### src/rtl/wavegen_pkg.sv
// wavegen_pkg: waveform mode encodings and Q0.N_FRAC range helpers shared by the generator.
package wavegen_pkg;
  localparam logic [1:0] WAVE_SAW  = 2'd0;
  localparam logic [1:0] WAVE_RAMP = 2'd1;
  localparam logic [1:0] WAVE_TRI  = 2'd2;
  localparam logic [1:0] WAVE_SQR  = 2'd3;
  function automatic int max_val(input int n_frac);
    return (1 << n_frac) - 1;
  endfunction
  function automatic int min_val(input int n_frac);
    return -(1 << n_frac);
  endfunction
endpackage

### src/rtl/wavegen_shaper.sv
// wavegen_shaper: combinational map from accumulator phase to one of four signed waveforms.
module wavegen_shaper
  import wavegen_pkg::*;
#(
  parameter int N_FRAC = 7
) (
  input  logic signed [N_FRAC:0] acc_i,
  input  logic [1:0]             mode_i,
  input  logic signed [N_FRAC:0] thr_i,
  output logic signed [N_FRAC:0] shape_o
);
  localparam int W = N_FRAC + 1;
  localparam logic signed [W-1:0] MAX = W'(max_val(N_FRAC));
  localparam logic signed [W-1:0] MIN = W'(min_val(N_FRAC));
  logic [W-2:0] u;
  logic signed [W-1:0] tri_v;
  // Folding the negative half onto the positive one and forcing the LSB keeps the triangle odd-symmetric.
  assign u = acc_i[W-2:0] ^ {(W-1){acc_i[W-1]}};
  assign tri_v = {u, 1'b1} ^ {1'b1, {(W-1){1'b0}}};
  always_comb
    shape_o = (mode_i == WAVE_SAW)  ? acc_i :
              (mode_i == WAVE_RAMP) ? ((acc_i == MIN) ? MAX : -acc_i) :
              (mode_i == WAVE_TRI)  ? tri_v :
              ((acc_i < thr_i) ? MAX : -MAX);
endmodule

### src/rtl/multi_wave_generator.sv
// multi_wave_generator: phase accumulator, waveform shaper and saturating amplitude scaler, 2-cycle latency.
// Define WAVEGEN_DUTY_EN to add the duty_i square-wave threshold port (otherwise threshold is 0).
module multi_wave_generator
  import wavegen_pkg::*;
#(
  parameter int N_FRAC = 7
) (
  input  logic                   clk_i,
  input  logic                   rst_i,
  input  logic                   clear_i,
  input  logic signed [N_FRAC:0] phase_i,
  input  logic signed [N_FRAC:0] amplitude_i,
  input  logic [1:0]             mode_i,
  input  logic                   next_data_strobe_i,
`ifdef WAVEGEN_DUTY_EN
  input  logic signed [N_FRAC:0] duty_i,
`endif
  output logic signed [N_FRAC:0] data_o,
  output logic                   data_valid_strobe_o,
  output logic                   wrap_o
);
  localparam int W = N_FRAC + 1;
  localparam logic signed [W-1:0] MAX = W'(max_val(N_FRAC));
  localparam logic signed [W-1:0] MIN = W'(min_val(N_FRAC));
  localparam logic signed [2*W-1:0] HI = (2*W)'(max_val(N_FRAC));
  localparam logic signed [2*W-1:0] LO = (2*W)'(min_val(N_FRAC));
  logic signed [W-1:0] acc_q, acc_d, amp1_q, thr1_q, shape_q, shape_d, amp2_q, data_q, data_d, thr_in;
  logic [1:0] mode1_q;
  logic v1_q, v2_q, valid_q, wrap1_q, wrap2_q, wrap_q, cap, ovf;
  logic [W:0] sum;
  logic signed [2*W-1:0] prod, scaled;
`ifdef WAVEGEN_DUTY_EN
  assign thr_in = duty_i;
`else
  assign thr_in = '0;
`endif
  // Clear dominates a coincident strobe so the first post-clear sample starts exactly from 0.
  always_comb begin
    cap = next_data_strobe_i & ~clear_i;
    sum = {acc_q[W-1], acc_q} + {phase_i[W-1], phase_i};
    ovf = sum[W] ^ sum[W-1];
    acc_d = clear_i ? '0 : cap ? sum[W-1:0] : acc_q;
    prod = shape_q * amp2_q;
    scaled = prod >>> N_FRAC;
    data_d = (scaled > HI) ? MAX : (scaled < LO) ? MIN : scaled[W-1:0];
  end
  wavegen_shaper #(.N_FRAC(N_FRAC)) u_shaper (
    .acc_i  (acc_q),
    .mode_i (mode1_q),
    .thr_i  (thr1_q),
    .shape_o(shape_d)
  );
  always_ff @(posedge clk_i or negedge rst_i)
    if (!rst_i) begin
      acc_q   <= '0;
      v1_q    <= 1'b0;
      wrap1_q <= 1'b0;
      mode1_q <= '0;
      amp1_q  <= '0;
      thr1_q  <= '0;
      shape_q <= '0;
      amp2_q  <= '0;
      v2_q    <= 1'b0;
      wrap2_q <= 1'b0;
      data_q  <= '0;
      valid_q <= 1'b0;
      wrap_q  <= 1'b0;
    end else begin
      acc_q   <= acc_d;
      v1_q    <= cap;
      if (cap) begin
        wrap1_q <= ovf;
        mode1_q <= mode_i;
        amp1_q  <= amplitude_i;
        thr1_q  <= thr_in;
      end
      shape_q <= shape_d;
      amp2_q  <= amp1_q;
      wrap2_q <= wrap1_q;
      v2_q    <= v1_q & ~clear_i;
      if (v2_q && !clear_i) data_q <= data_d;
      valid_q <= v2_q & ~clear_i;
      wrap_q  <= v2_q & ~clear_i & wrap2_q;
    end
  assign data_o = data_q;
  assign data_valid_strobe_o = valid_q;
  assign wrap_o = wrap_q;
endmodule

### config.mk
export PLATFORM = sky130hd
export DESIGN_NAME = multi_wave_generator
export DESIGN_NICKNAME = d
export VERILOG_FILES = /design/src/rtl/wavegen_pkg.sv /design/src/rtl/wavegen_shaper.sv /design/src/rtl/multi_wave_generator.sv
export SDC_FILE = /design/constraint.sdc
export NUM_CORES = 1
export LEC_CHECK = 0
export ABC_AREA = 1
export BUFFER_PORTS_ARGS = -buffer_cell sky130_fd_sc_hd__buf_2
export CAP_MARGIN = 5
export CORE_MARGIN = 1.5
export CORE_UTILIZATION = 40
export DETAILED_ROUTE_END_ITERATION = 10
export SYNTH_ARGS = -nofsm -noshare
export SYNTH_HDL_FRONTEND = slang
export SYNTH_HIERARCHICAL = 1
export SYNTH_SLANG_ARGS = --single-unit
### constraint.sdc
create_clock -name clk_i -period 4.9 [get_ports clk_i]
set_input_delay 0.49 -clock clk_i [delete_from_list [all_inputs] [get_ports clk_i]]
set_output_delay 0.49 -clock clk_i [all_outputs]
set_load 0.03 [all_outputs]
======== After elaboration in Yosys (flattened, before gate mapping) ========
Cells that the tools add are included.
operators by class
  add/sub/neg operators ................... 2
  multipliers ............................. 1
  $lt $le $gt $ge ......................... 3
  eq/ne operators ......................... 3
  multiplexer cells ....................... 9
  bitwise logic cells ..................... 8
  reduce and logical (&&, ||, !) cells .... 4
operators with widths
  operator                                                                         number
  8-bit two-way mux                                                                9
  8-bit by 8-bit multiplier with 16-bit output                                     1
  8-bit by 8-bit adder with 9-bit output                                           1
  9-bit by 8-bit greater-than comparator with 1-bit output, second input constant  1
  9-bit by 8-bit < comparator with 1-bit output, second input constant             1
  8-bit equality test, second input constant                                       1
  8-bit by 1-bit < comparator with 1-bit output, second input constant             1
  8-bit negator                                                                    1
  7-bit XOR                                                                        1
  1-bit bitwise AND                                                                4
  2-bit by 1-bit equality test with 1-bit output, second input constant            1
  2-bit equality test, second input constant                                       1
  2-bit zero test                                                                  1
  1-bit NOT                                                                        2
  2-bit nonzero test                                                               1
  1-bit logical AND                                                                1
  1-bit zero test                                                                  1
  1-bit XOR                                                                        1
word-level totals
  bits in registers ....................... 48
  bits of input ports ..................... 22
  output and inout bits ................... 10

======== Depth between registers and ports, before layout ========
  depth in word-level cells ............... 5
  mapped depth ............................ 26
  gate-level depth less buffers ........... 25

======== Cells and area by module ========
Netlist, hierarchy kept.
by module, submodules not included
  module                times used  cells each  area an instance (µm²)
  multi_wave_generator  1           620         4719.5
  wavegen_shaper        1           125         659.4

======== Worst setup path before layout ========
No wires, ideal clock.
  kind .................................... reg-to-reg
  start ................................... register amp2_q[2]
  end ..................................... register data_q[0] (netlist: data_o[0])
  library setup time ...................... 0.066 ns
  data arrival time ....................... 4.353 ns
  data required time ...................... 4.834 ns
  path slack .............................. 0.481 ns
  stages on the path, launching flop included .. 22
  path buffers ............................ 1
  clock period less this slack ............ 4.419 ns
  path through ............................ dfrtp_1 > clkbuf_1 > nand2_1 > fa_1 > inv_1 > fa_1 > inv_1 > fa_1 > fa_1 > inv_1 > ha_1 > nand2_1 > inv_1 > a21oi_4 > nand2_1 > nor2_1 > nand3_2 > nand2_1 > nand3_2 > nand2_1 > nand2_1 > nand2_1
between the ends
  longest elaborated chain between the ends .. 4
  elaborated cells between the ends (all ways) .. 5
ends and longest elaborated chain
  what                                            RTL line                    RTL
  start: declaration                              multi_wave_generator.sv:27  logic signed [W-1:0] acc_q, acc_d, amp1_q, thr1_q, shape_q, shape_d, amp2_q, data_q, data_d, thr_in;
  start signal: assignment                        multi_wave_generator.sv:78  amp2_q <= amp1_q;
  8-bit by 8-bit multiplier with 16-bit output *  multi_wave_generator.sv:43  prod = shape_q * amp2_q;
  9-bit by 8-bit < comparator with 1-bit output   multi_wave_generator.sv:45  data_d = (scaled > HI) ? MAX : (scaled < LO) ? MIN : scaled[W-1:0];
  8-bit two-way mux                               multi_wave_generator.sv:45
  8-bit two-way mux *                             multi_wave_generator.sv:45
  end signal: assignment                          multi_wave_generator.sv:81  if (v2_q && !clear_i) data_q <= data_d;
  end: declaration                                multi_wave_generator.sv:27
Mark *: on every way between the ends. The rest lies on a longest branch, timed or not.
A chain may end at the register's enable or synchronous reset.

======== Final worst setup path ========
  start ................................... register amp2_q[7]
  end ..................................... register data_q[3] (netlist: data_o[3])
The elaborated chain is that of the path after synthesis.

==> flow_summary_export.csv <==
group,metric,value,unit
run_status,status,"complete, no violations",
clock_tree,clk_latency,290,ps
synthesis,synth_seq_cells,48,
route,vias,4259,
critical_path,cpLargestDelayFamily,"adder cells",
layout,final_util,45.0,%
clock_tree,cts_tree,"yes",
clock_tree,clockBufferDepth,2,
critical_path,critPathSlowestCell,"fa_1",
route,routed_via_density,4.46,
critical_path,cp.required,5080,ps
synthesis,syn_area_per_cell,7.22,µm²
route,wl,11100,µm
floorplanning,die_area,0.0142,mm²
synthesis,yosys_warnings,6,
critical_path,startpoint_type,"flip-flop",
timing,rsz0062_at_grt,"no",
layout,syn2layout_area_growth,10.4,%
timing,maxSlewHeadroom,29.9,%
clock_tree,clkTransAtPathRegs,60,ps
worst_hold_path,min_path_type,"primary input to async pin",
clock_tree,cts_made_buffers,5,
floorplanning,ios,32,
clock_tree,root_buffer,"clkbuf_16",
synthesis,ys_seq_area_share,22.3,%
timing,finalSetupViolCount,0,
placed_design,routabilityCongestion,0.846,
critical_path,cp-startpoint,"amp2_q[7]",
critical_path,endpoint_kind,"flip-flop",
critical_path,max_stage_delay,540,ps
grt,grt_pass1_wl,19800,µm
route,drc,0,
floorplanning,placementRows,42,
timing,finClkSkew,7.40,ps
critical_path,path_cells,"inv_2 -> nor2_1 -> fa_1 -> inv_1 -> fa_1 -> inv_1 -> fa_1 -> inv_1 -> fa_1 -> inv_1 -> ha_1 -> nand2_1 -> nor2_2 -> nand2_1 -> a21oi_1 -> nor2_1 -> nand3_2 -> nand3_2 -> nand2_1 -> nand2_1 -> nand2_1 -> nand2_1",
timing,fin_crit_sh,92.7,%
grt,overflow,0,
clock_tree,htree_levels,2,
grt,grt_pass1_vias,4215,
critical_path,r2r-start,"amp2_q[7]",
timing,fin_setup_tns,0,ps
grt,grt_max_degree,49,
route,ant_nets,0,
critical_path,critPathMaxFanout,7,
critical_path,cp.arrival,4730,ps
clock_tree,ctsHoldBuffers,0,
timing,min_period,4540,ps
timing,tightest_slew,1050,ps
critical_path,crit_top_cell,"nand2_1",
layout,n_antenna_cell,0,
route,routedWlPerCell,11.7,µm
timing,fmax,220,MHz
synthesis,yosysUniqueCellTypes,35,
run,maxCapViolations,0,
grt,track_usage,17.2,%
clock_tree,cts.sinks,48,
route,drt_pass1_iterations,4,
route,drt_iter0_markers,192,
grt,grt_antenna_before_repair,0,
floorplanning,start_util,40.8,%
layout,fillers,1410,
floorplanning,die_h,119,µm
timing,final_max_slew_viol_count,0,
synthesis,syn-instance-count,745,
layout,nets,898,
placed_design,dp_hpwl,9110,µm
synthesis,syn-cell-area,0.00538,mm²
critical_path,critPathKind,"flip-flop to flip-flop",
layout,drive_above_1_share,9.63,%
critical_path,crit_buf_inv,5,
placed_design,place.port_buffers,31,
timing,hold_viol_final,0,
floorplanning,core_area,0.0132,mm²
floorplanning,die_w,119,µm
==> flip-flops by register name (all words and copies together), names as in the netlist <==
signal,flops
v2_q,1
data_valid_strobe_o,1
wrap_o,1
wrap1_q,1
amp1_q,8
amp2_q,8
data_o,8
v1_q,1
mode1_q,2
wrap2_q,1
acc_q,8
shape_q,8
==> routing by layer <==
metal	part of all wire (%)	routed length, µm	vias to the layer above	track usage, %
li1	-	-	2254	-
met1	52	5760	1930	25.1
met2	45	4960	66	28.2
met3	2.7	297	9	1.39
met4	0.99	110	0	3.61
met5	0	0	-	0
==> cells in the mapped netlist, drive strengths merged <==
cell      n  area share, %
conb      1          0.070
nand3    23            2.8
a32oi     1           0.16
nand4     3           0.35
o21a      1           0.14
o31ai     1           0.14
clkbuf   15            1.0
o211ai    1           0.14
a22o      2           0.33
and2      1           0.12
or2       2           0.28
xor2      6           0.98
inv     180             13
fa       54             20
nand3b    2           0.28
a41o      1           0.19
o21ai    19            1.8
nor2     38            2.9
a21oi    30            3.1
dfrtp    48             22
ha       44             10
clkinv    2           0.16
xnor2     5           0.81
a21o      1           0.14
nand2   263             19
nor3      1           0.30
==> final cells by class <==
class / instances / area, µm² / area share, %
clock inverter: 1 / 30.0 / 0.505
clock buffer: 7 / 153 / 2.57
sequential: 48 / 1200 / 20.3
timing repair buffer: 34 / 178 / 2.99
multi-input combinational: 507 / 3470 / 58.4
tap: 176 / 220 / 3.71
inverter: 182 / 684 / 11.5
==> cells by family after synthesis <==
group                      synth area share, %
AOI/OAI and AO/OA                         6.07
xor gates and xnor gates                  1.79
adders and majority gates                 30.3
buffers and inverters                     13.8
DFF                                       22.3
other                                   0.0697
and+or+nand+nor                           25.6
==> worst paths after layout <==
kind                                  end  slack [ps]  cells after the start
worst max-delay path            data_o[3]         360                     22
worst min-delay path            data_o[5]         380                      1
worst max register to register  data_o[3]         360                     22
worst min register to register    wrap2_q         380                      0
max in group asynchronous       amp2_q[3]        3780                      1
min in group clk_i                wrap2_q         380                      0
==> stage by stage <==
step / hold WS [ps] / cell area [µm²] / instances / worst slack [ps]
after floorplan: 194 / 5410 / 752 / 481
after global placement: 357 / 5740 / 946 / 176
after detailed placement: 364 / 5740 / 946 / 142
after CTS: 378 / 5920 / 954 / 100
after global routing: 389 / 5940 / 955 / 8.04
final: 376 / 5940 / 955 / 356
==> cells in the final DEF, fill, tap and decap left out, types with 2 or more instances in the layout <==
master	n
a21oi_1	28
a22o_1	2
buf_2	31
buf_4	3
clkbuf_16	5
clkbuf_8	2
conb_1	8
dfrtp_1	45
dfrtp_2	3
fa_1	53
ha_1	44
inv_1	175
inv_2	5
nand2_1	257
nand2_2	6
nand3_1	16
nand3_2	7
nand3b_1	2
nand4_1	3
nor2_1	33
nor2_2	4
o21ai_0	19
xnor2_1	5
xor2_1	6
==> repair_timing <==
action,4_1_cts,5_1_grt
gates resized for setup,0,7
buffers inserted,0,1
endpoints found under the setup margin,0,8
Power is left out: the tool's default activity adds up to more than one toggle a clock period on the data nets, which glitch-free logic cannot reach.
